**src/rtl/seg_scan_if.sv**
```systemverilog
// Segment scanner bus: per-frame digit data and mask in, multiplexed segment/digit-select out.
// The controller side (master) drives the data; the scanner (slave) drives the display pins.
interface seg_scan_if #(
  parameter int DIGITS = 6
);
  logic                  enable;
  logic [8*DIGITS-1:0]   seg_in;
  logic [DIGITS-1:0]     blink_mask;
  logic [7:0]            seg_out;
  logic [DIGITS-1:0]     digit_sel;
  logic                  frame_start;

  modport master (
    output enable, seg_in, blink_mask,
    input  seg_out, digit_sel, frame_start
  );

  modport slave (
    input  enable, seg_in, blink_mask,
    output seg_out, digit_sel, frame_start
  );
endinterface

```
**src/rtl/seg_scan_mux.sv**
```systemverilog
// Multiplexed 7-segment scanner: one digit per SCAN_DIV-cycle slot, a blank gap at the
// start of each slot, frame-level snapshot of the inputs and a frame-counted blink phase.
module seg_scan_mux #(
  parameter int DIGITS       = 6,
  parameter int SCAN_DIV     = 1000,
  parameter int BLANK_CYCLES = 16,
  parameter int BLINK_FRAMES = 64
) (
  input  logic     clk,
  input  logic     rst,
  seg_scan_if.slave bus
);
  localparam int CNT_W  = $clog2(SCAN_DIV);
  localparam int IDX_W  = (DIGITS > 1) ? $clog2(DIGITS) : 1;
  localparam int FCNT_W = (BLINK_FRAMES > 1) ? $clog2(BLINK_FRAMES) : 1;

  logic [CNT_W-1:0]      cnt_q, cnt_d;
  logic [IDX_W-1:0]      idx_q, idx_d;
  logic [FCNT_W-1:0]     fcnt_q, fcnt_d;
  logic                  boff_q, boff_d;
  logic [8*DIGITS-1:0]   snap_q, snap_d;
  logic [DIGITS-1:0]     msnap_q, msnap_d;
  logic [7:0]            seg_q, seg_d;
  logic [DIGITS-1:0]     sel_q, sel_d;
  logic                  fs_q, fs_d;

  logic cnt_last, idx_last, frame_first, in_blank;

  function automatic logic [7:0] seg_byte(input logic [8*DIGITS-1:0] v,
                                          input logic [IDX_W-1:0] i);
    return v[8*int'(i) +: 8];
  endfunction

  assign cnt_last    = (cnt_q == CNT_W'(SCAN_DIV - 1));
  assign idx_last    = (idx_q == IDX_W'(DIGITS - 1));
  assign frame_first = (cnt_q == '0) && (idx_q == '0);

  // A zero-length gap must not produce an always-false unsigned compare.
  generate
    if (BLANK_CYCLES == 0) begin : g_no_blank
      assign in_blank = 1'b0;
    end else begin : g_blank
      assign in_blank = (cnt_q < CNT_W'(BLANK_CYCLES));
    end
  endgenerate

  always_comb begin
    cnt_d   = cnt_q;
    idx_d   = idx_q;
    fcnt_d  = fcnt_q;
    boff_d  = boff_q;
    snap_d  = snap_q;
    msnap_d = msnap_q;
    seg_d   = '0;
    sel_d   = '0;
    fs_d    = 1'b0;
    if (!bus.enable) begin
      cnt_d = '0;
      idx_d = '0;
    end else begin
      if (frame_first) begin
        snap_d  = bus.seg_in;
        msnap_d = bus.blink_mask;
        fs_d    = 1'b1;
      end
      if (cnt_last) begin
        cnt_d = '0;
        idx_d = idx_last ? '0 : idx_q + IDX_W'(1);
        if (idx_last) begin
          if (fcnt_q == FCNT_W'(BLINK_FRAMES - 1)) begin
            fcnt_d = '0;
            boff_d = ~boff_q;
          end else begin
            fcnt_d = fcnt_q + FCNT_W'(1);
          end
        end
      end else begin
        cnt_d = cnt_q + CNT_W'(1);
      end
      // The freshly captured snapshot is shown on the snapshot edge itself.
      if (!in_blank) begin
        sel_d = DIGITS'(1) << idx_q;
        seg_d = (boff_q && msnap_d[idx_q]) ? 8'h00 : seg_byte(snap_d, idx_q);
      end
    end
  end

  always_ff @(posedge clk) begin
    if (rst) begin
      cnt_q   <= '0;
      idx_q   <= '0;
      fcnt_q  <= '0;
      boff_q  <= 1'b0;
      snap_q  <= '0;
      msnap_q <= '0;
      seg_q   <= '0;
      sel_q   <= '0;
      fs_q    <= 1'b0;
    end else begin
      cnt_q   <= cnt_d;
      idx_q   <= idx_d;
      fcnt_q  <= fcnt_d;
      boff_q  <= boff_d;
      snap_q  <= snap_d;
      msnap_q <= msnap_d;
      seg_q   <= seg_d;
      sel_q   <= sel_d;
      fs_q    <= fs_d;
    end
  end

  assign bus.seg_out     = seg_q;
  assign bus.digit_sel   = sel_q;
  assign bus.frame_start = fs_q;
endmodule
```
**src/flat_wrapper.sv**
```systemverilog
// flat-port wrapper written by rule: the top's interface ports become plain ports
module seg_scan_mux_flat 
#(
  parameter int DIGITS       = 6,
  parameter int SCAN_DIV     = 1000,
  parameter int BLANK_CYCLES = 16,
  parameter int BLINK_FRAMES = 64
)
  (clk, rst, bus_enable, bus_seg_in, bus_blink_mask, bus_seg_out, bus_digit_sel, bus_frame_start);
  seg_scan_if #(.DIGITS(DIGITS)) bus_i ();
  input  logic clk;
  input  logic rst;
  input wire logic [$bits(bus_i.enable)-1:0] bus_enable;
  input wire logic [$bits(bus_i.seg_in)-1:0] bus_seg_in;
  input wire logic [$bits(bus_i.blink_mask)-1:0] bus_blink_mask;
  output wire logic [$bits(bus_i.seg_out)-1:0] bus_seg_out;
  output wire logic [$bits(bus_i.digit_sel)-1:0] bus_digit_sel;
  output wire logic [$bits(bus_i.frame_start)-1:0] bus_frame_start;
  assign bus_i.enable = bus_enable;
  assign bus_i.seg_in = bus_seg_in;
  assign bus_i.blink_mask = bus_blink_mask;
  assign bus_seg_out = bus_i.seg_out;
  assign bus_digit_sel = bus_i.digit_sel;
  assign bus_frame_start = bus_i.frame_start;
  seg_scan_mux #(.DIGITS(DIGITS), .SCAN_DIV(SCAN_DIV), .BLANK_CYCLES(BLANK_CYCLES), .BLINK_FRAMES(BLINK_FRAMES)) u_core (.clk(clk), .rst(rst), .bus(bus_i));
endmodule
```
**config.mk**
```make
export PLATFORM = sky130hd
export DESIGN_NAME = seg_scan_mux_flat
export DESIGN_NICKNAME = d
export VERILOG_FILES = /design/src/rtl/seg_scan_if.sv /design/src/rtl/seg_scan_mux.sv /design/src/flat_wrapper.sv
export SDC_FILE = /design/constraint.sdc
export NUM_CORES = 1
export LEC_CHECK = 0
export CAP_MARGIN = 20
export CORE_MARGIN = 2
export CORE_UTILIZATION = 40
export CTS_CLUSTER_DIAMETER = 120
export CTS_CLUSTER_SIZE = 10
export DETAILED_ROUTE_END_ITERATION = 8
export GPL_TIMING_DRIVEN = 0
export SYNTH_ARGS = -nofsm -noshare
export SYNTH_HDL_FRONTEND = slang
export SYNTH_SLANG_ARGS = --single-unit
```
**constraint.sdc**
```tcl
create_clock -name clk -period 2.55 [get_ports clk]
set_clock_uncertainty 0.1 [all_clocks]
set_input_delay 0.51 -clock clk [delete_from_list [all_inputs] [get_ports clk]]
set_output_delay 0.51 -clock clk [all_outputs]
set_load 0.05 [all_outputs]
```
==> impl_summary.log, run 1 <==
INFO  metric fillerInstances = 912
INFO  metric setup.worst_path.start_class = register
INFO  metric p_switching = 665 uW
INFO  metric worstMarginPinSlew = 557 ps
INFO  metric fp.coreArea = 0.00920 mm2
INFO  metric grt_use_total = 0.194
INFO  metric antenna-diode-count = 0
INFO  metric htree_num_levels = 3
INFO  metric worst-endpoint-required = 2670 ps
INFO  metric die_height = 101 um
INFO  metric finalSetupViolations = 0
INFO  metric fin_nets = 593
INFO  metric cp.arrival = 2450 ps
INFO  metric finalWorstSetupSlack = 219 ps
INFO  metric io_pins = 72
INFO  metric grt_max_degree = 15
INFO  metric ir_drop = 0.000274 V
INFO  metric area_added_between_synthesis_and_finish = 27.8%
INFO  metric synth_nets = 512
INFO  metric first_global_vias = 3133
INFO  metric critical_path_class = reg -> reg
INFO  metric critical_path.reg2reg.endpoint = u_core.snap_q[8]$_SDFFE_PP0P_
INFO  metric post_route_cells_drive_above_1_share = 0.0875
INFO  metric number_of_nets_with_antenna_violations_after_routing = 0
INFO  metric cts_made_buffers = 9
INFO  metric setup.reg_to_reg.worst_slack = 220 ps
INFO  metric io_buffers = 70
INFO  metric fp-row-count = 35
INFO  metric maxCapViolations = 0
INFO  metric power_density = 569 mW/mm2
INFO  metric leakage = 0.00183 uW
INFO  metric clock.fmax = 429 MHz
INFO  metric synth.ff_latch_count = 89
INFO  metric numClockSinks = 89
INFO  metric routedWlPerCell = 14.8 um
INFO  metric synth.yosys.warnings = 0
INFO  metric fraction_of_power_consumed_by_combinational_cells = 0.110
INFO  metric asyncSetResetFlopFracSynth = 0
INFO  metric clock_tree_from_tritoncts = built
INFO  metric rsz0062_at_grt = false
INFO  metric timing.rr.start = u_core.cnt_q[0]$_SDFF_PP0_
INFO  metric worst_setup_path_end_kind = register
INFO  metric multi_input_area = 0.00182 mm2
INFO  metric die_width = 101 um
INFO  metric clk_path_buf_depth = 2
INFO  metric place.gp.congestion = 0.852
INFO  metric whs_path_depth = 2
INFO  metric syn-cell-area = 0.00377 mm2
INFO  metric timing.setup.tns = 0 ps
INFO  metric min_period = 2330 ps
INFO  metric grt_remaining_overflow = 0
INFO  metric timing.final.crit_share = 0.914
INFO  metric firstDrtPassIters = 4
INFO  metric min_path_type = reg -> reg
INFO  metric power.share.clock = 0.351
INFO  metric synth.yosys.seq_area_share = 0.473
INFO  metric dr_total_vias = 3264
INFO  metric grt_pass1_wl = 15300 um
INFO  metric post_dp_cell_area = 0.00461 mm2
INFO  metric post-dp-hpwl = 7130 um
INFO  metric p_total = 2740 uW
INFO  metric synth_enable_flop_cells = 0
INFO  metric p_sw_frac = 0.243
INFO  metric cts_setup_buffers = 0
INFO  metric pre_cts_slack = -0.672 ps
INFO  metric ff2ff_path_depth = 10
INFO  metric p_int = 2070 uW
INFO  metric antenna_found_initial = 0
INFO  metric syn-mean-instance-area = 8.34 um2
INFO  metric drt_iter0_markers = 165
INFO  metric clk_latency = 360 ps
INFO  metric initial_cell_density_of_the_core = 0.410
INFO  metric slew_headroom = 0.626
INFO  metric floorplan.die_area = 0.0102 mm2
INFO  metric cp_max_fo = 10
INFO  metric status = finished clean
INFO  metric power.share.sequential = 0.539
INFO  metric ys_types = 39
INFO  metric whs_endpoint = u_core.snap_q[27]$_SDFFE_PP0P_
INFO  metric drc = 0
INFO  metric layout.cell_area.non_filler = 0.00482 mm2
INFO  metric hold_path_startpoint = u_core.snap_q[27]$_SDFFE_PP0P_
INFO  metric timing.final.max_slew_violations = 0
INFO  metric yosys_most_used_dff = dfxtp_1
INFO  metric cts.reportedPaths.clkPinSlew = 80 ps
INFO  metric sequential_area = 0.00178 mm2
INFO  metric cts.root.buffer_cell = clkbuf_8
INFO  metric post_synth_inst_count = 452
INFO  metric report.final.hold_viol_count = 0
INFO  metric viasPerCell = 5.04
INFO  metric totalWireLength = 9580 um
==> cell usage after synthesis (4+ instances only) <==
| cell | number | area (um2) |
|---|---|---|
| nand2_1 | 117 | 439 |
| dfxtp_1 | 89 | 1780 |
| a21oi_1 | 60 | 300 |
| nor2_1 | 23 | 86.3 |
| mux2i_1 | 20 | 200 |
| clkbuf_1 | 19 | 71.3 |
| o21ai_0 | 17 | 85.1 |
| and3_1 | 15 | 93.8 |
| a221oi_1 | 8 | 70.1 |
| buf_2 | 8 | 40.0 |
| mux2_2 | 8 | 90.1 |
| buf_4 | 6 | 45.0 |
| xnor2_1 | 6 | 52.6 |
| xor2_1 | 6 | 52.6 |
| nand3_1 | 5 | 25.0 |
| nand4_1 | 5 | 31.3 |
| inv_1 | 4 | 15.0 |
| nor3_1 | 4 | 20.0 |
==> cell families after synthesis <==
family                     Yosys count  synth area share
buffers and inverters               38            0.0465
and+or+nand+nor                    190             0.231
AOI/OAI and AO/OA                   92             0.134
DFF                                 89             0.473
xor gates and xnor gates            12            0.0279
muxes                               28            0.0770
adders and majority gates            3           0.00996
==> power by group through the flow <==
stage               Sequential (uW)  Combinational [uW]  Clock (uW)
global route                   1480                 335        1040
floorplan                      1500                 160           0
CTS                            1480                 302         986
global placement               1510                 297           0
detailed placement             1510                 301           0
finish                         1480                 301         963
==> final cells by class <==
cell class | instances | share of cell area
buffer | 34 | 0.0335
multi-input combinational | 325 | 0.379
timing repair buffer | 70 | 0.145
clock inverter | 4 | 0.0112
clock buffer | 11 | 0.0294
sequential | 89 | 0.370
tap | 111 | 0.0288
inverter | 4 | 0.00312
==> timing repair <==
action / CTS / global route
endpoints found under the setup margin: 0 / 58
hold buffers: 0 / 0
resized for setup: 0 / 3
==> metal layers <==
layer / wire length [um] / up-vias / part of all wire / GRT usage
li1: - / 1688 / - / -
met1: 4690 / 1488 / 0.49 / 0.270
met2: 4320 / 80 / 0.45 / 0.299
met3: 464 / 8 / 0.048 / 0.0409
met4: 112 / 0 / 0.012 / 0.0676
met5: 0 / - / 0 / 0
==> worst max path at each step <==
| stage | start | end | slack, ps | depth (start not counted) |
|---|---|---|---|---|
| after CTS | u_core.idx_q[0]$_SDFFE_PP0P_ | u_core.bus.seg_out[6]$_SDFF_PP0_ | 40 | 6 |
| after floorplan | u_core.cnt_q[0]$_SDFF_PP0_ | u_core.msnap_q[0]$_SDFFE_PP0P_ | 570 | 10 |
| after detailed placement | bus_enable | u_core.bus.seg_out[4]$_SDFF_PP0_ | -0.7 | 6 |
| after global routing | u_core.cnt_q[0]$_SDFF_PP0_ | u_core.snap_q[7]$_SDFFE_PP0P_ | 40 | 10 |
| after global placement | bus_enable | u_core.bus.seg_out[4]$_SDFF_PP0_ | -30 | 6 |
| final | u_core.cnt_q[0]$_SDFF_PP0_ | u_core.snap_q[8]$_SDFFE_PP0P_ | 220 | 10 |
==> worst max-delay path: stages (launching register included) <==
cell and delay, ps:
dfxtp_1 360, inv_1 70, ha_1 130, nor4b_2 280
and3_1 200, clkbuf_1 180, buf_4 250, nand3_2 230
buf_2 270, nand2_1 80, a21oi_1 60
==> state kept, by name (all words and copies together), names as in the netlist <==
register and count:
u_core.boff_q 1, u_core.bus.digit_sel 6, u_core.bus.frame_start 1, u_core.bus.seg_out 8
u_core.cnt_q 10, u_core.fcnt_q 6, u_core.idx_q 3, u_core.msnap_q 6
u_core.snap_q 48
==> cells in the final DEF, fill, tap and decap left out, drive strengths merged, types with 3 or more instances in the layout <==
master / Yosys / final
nand2: 117 / 117
dfxtp: 89 / 89
clkdlybuf4s50: 0 / 70
a21oi: 60 / 60
clkbuf: 19 / 31
nor2: 23 / 23
mux2i: 20 / 20
o21ai: 17 / 17
and3: 17 / 17
buf: 15 / 14
mux2: 8 / 8
a221oi: 8 / 8
xor2: 6 / 6
xnor2: 6 / 6
nand3: 6 / 6
nand4: 5 / 5
inv: 4 / 4
nor3: 4 / 4
ha: 3 / 3
==> metrics by stage <==
step	hold slack [ps]	cells	util
final	358	648	0.524
after global routing	378	648	0.524
after CTS	358	648	0.522
after detailed placement	347	633	0.501
after global placement	342	633	0.501
after floorplan	333	452	-
No activity file was read; power rests on OpenSTA's default activity.
==> run 2: changes to the inputs <==
Clock period 2.55 ns to 2.6 ns, I/O delays scaled along.
==> impl_summary.log, run 2 (synthesis results as in run 1) <==
INFO  metric grt_remaining_overflow = 0
INFO  metric finalSetupViolations = 0
INFO  metric final-instance-count-excl-fill = 648
INFO  metric worst_setup_path_end_kind = register
INFO  metric path_cells = buf_2, buf_1, mux2_2, a221oi_1, o21ai_0, and3_1
INFO  metric report.final.hold_viol_count = 0
INFO  metric regMostFlops = u_core.snap_q
INFO  metric setup.worst_path.start_class = register
INFO  metric totalWireLength = 9630 um
INFO  metric dr_total_vias = 3293
INFO  metric slew_headroom = 0.550
INFO  metric critical_path.reg2reg.endpoint = u_core.bus.seg_out[6]$_SDFF_PP0_
INFO  metric grt_use_total = 0.194
INFO  metric clock_tree_from_tritoncts = built
INFO  metric io_buffers = 70
INFO  metric io_pins = 72
INFO  metric timing.final.crit_share = 0.981
INFO  metric post_route_cells_drive_above_1_share = 0.0857
INFO  metric cts_hold_repair.buffers = 0
INFO  metric power.share.sequential = 0.538
INFO  metric fin_nets = 593
INFO  metric drt_iter0_markers = 166
INFO  metric p_switching = 657 uW
INFO  metric cp_max_fo = 10
INFO  metric pre_cts_slack = 39.3 ps
INFO  metric min_path_type = reg -> reg
INFO  metric clk_path_buf_depth = 2
INFO  metric whs_endpoint = u_core.snap_q[27]$_SDFFE_PP0P_
INFO  metric ir_drop = 0.000269 V
INFO  metric fp.coreArea = 0.00920 mm2
INFO  metric critical_path_class = reg -> reg
INFO  metric die_width = 101 um
INFO  metric drc = 0
INFO  metric clk_latency = 360 ps
INFO  metric ff2ff_path_depth = 6
INFO  metric clock.fmax = 392 MHz
INFO  metric die_height = 101 um
INFO  metric min_period = 2550 ps
INFO  metric cp.arrival = 2700 ps
INFO  metric cts_setup_buffers = 0
INFO  metric p_sw_frac = 0.244
INFO  metric cts.root.buffer_cell = clkbuf_8
INFO  metric status = finished clean
INFO  metric number_of_nets_with_antenna_violations_after_routing = 0
INFO  metric worstMarginPinSlew = 675 ps
INFO  metric htree_num_levels = 3
INFO  metric largest_register_ff_count = 48
INFO  metric routedWlPerCell = 14.9 um
INFO  metric total_placed_cells_including_tap_cells = 633
INFO  metric slowest_stage = buf_1
INFO  metric firstDrtPassIters = 4
INFO  metric power.share.clock = 0.352
INFO  metric worst-endpoint-required = 2750 ps
INFO  metric cts_made_buffers = 9
INFO  metric whs_path_depth = 2
INFO  metric timing.setup.tns = 0 ps
INFO  metric post-dp-hpwl = 7130 um
INFO  metric initial_cell_density_of_the_core = 0.410
INFO  metric antenna-diode-count = 0
INFO  metric numClockSinks = 89
INFO  metric antenna_found_initial = 0
INFO  metric floorplan.die_area = 0.0102 mm2
INFO  metric grt_pass1_wl = 15300 um
INFO  metric cpPeakStageDelay = 560 ps
INFO  metric leakage = 0.00183 uW
INFO  metric setup.reg_to_reg.worst_slack = 50 ps
INFO  metric cts.reportedPaths.clkPinSlew = 80 ps
INFO  metric hold_path_startpoint = u_core.snap_q[27]$_SDFFE_PP0P_
INFO  metric power_density = 559 mW/mm2
INFO  metric fraction_of_power_consumed_by_combinational_cells = 0.110
INFO  metric p_int = 2030 uW
INFO  metric first_global_vias = 3133
INFO  metric cts_resized = 0
INFO  metric timing.rr.start = u_core.idx_q[0]$_SDFFE_PP0P_
INFO  metric finalWorstSetupSlack = 49.5 ps
INFO  metric area_added_between_synthesis_and_finish = 27.8%
INFO  metric timing.final.max_slew_violations = 0
INFO  metric place.gp.congestion = 0.852
INFO  metric maxCapViolations = 0
INFO  metric layout_common_cells = 117 x nand2_1, 89 x dfxtp_1, 70 x clkdlybuf4s50_1, 60 x a21oi_1, 23 x nor2_1
INFO  metric most_common_cell_after_layout_fill_and_taps_aside = nand2_1
INFO  metric fp-row-count = 35
INFO  metric viasPerCell = 5.08
INFO  metric grt_max_degree = 15
INFO  metric rsz0062_at_grt = false
-- run 2: power by group through the flow --
stage | Combinational, uW | Clock, uW | Sequential [uW]
finish | 296 | 948 | 1450
global route | 328 | 1020 | 1450
CTS | 296 | 967 | 1450
detailed placement | 295 | 0 | 1480
global placement | 291 | 0 | 1480
floorplan | 157 | 0 | 1470
-- run 2: how the worst max path moves through the flow --
stage | startpoint | to | slack [ps]
after floorplan | u_core.cnt_q[0]$_SDFF_PP0_ | u_core.msnap_q[0]$_SDFFE_PP0P_ | 620
after global placement | bus_enable | u_core.bus.seg_out[4]$_SDFF_PP0_ | 10
after detailed placement | bus_enable | u_core.bus.seg_out[4]$_SDFF_PP0_ | 40
after CTS | u_core.idx_q[0]$_SDFFE_PP0P_ | u_core.bus.seg_out[6]$_SDFF_PP0_ | 90
after global routing | u_core.idx_q[0]$_SDFFE_PP0P_ | u_core.bus.seg_out[6]$_SDFF_PP0_ | 10
final | u_core.idx_q[0]$_SDFFE_PP0P_ | u_core.bus.seg_out[6]$_SDFF_PP0_ | 50
-- run 2: area by class of cell --
cell class	instances	area, um2
Clock inverter	4	53.8
Timing Repair Buffer	70	701
Clock buffer	11	141
Tap cell	111	139
Fill cell	913	4380
Multi-Input combinational cell	325	1820
Inverter	4	15.0
Buffer	34	160
Sequential cell	89	1780
-- run 2: metrics by stage --
step	hold slack (ps)	power (uW)	utilization	cell area, um2
final	358	2690	0.524	4820
after floorplan	333	1630	-	3770
after global routing	378	2800	0.524	4820
after CTS	358	2710	0.522	4800
after global placement	342	1770	0.501	4610
after detailed placement	347	1770	0.501	4610
-- run 2: worst max-delay path: cells and delay by family (launching register included) --
kind                   cells  cell delay (ps)
AOI/OAI and AO/OA          2              580
buffers and inverters      2              820
DFF                        1              330
muxes                      1              410
and+or+nand+nor            1              200
-- run 2: metal layers --
layer / wire [um] / part of all wire / track usage / vias to the layer above
met5: 0 / 0 / 0 / -
met4: 171 / 0.018 / 0.0676 / 0
met3: 467 / 0.048 / 0.0409 / 15
met2: 4300 / 0.45 / 0.299 / 87
met1: 4690 / 0.49 / 0.270 / 1500
li1: - / - / - / 1691
==> run 3: changes to the inputs <==
Settings changed: TNS_END_PERCENT set to 50.
==> results of run 3 <==
Same layout as run 2: the final DEF is identical, and so are final timing and power.
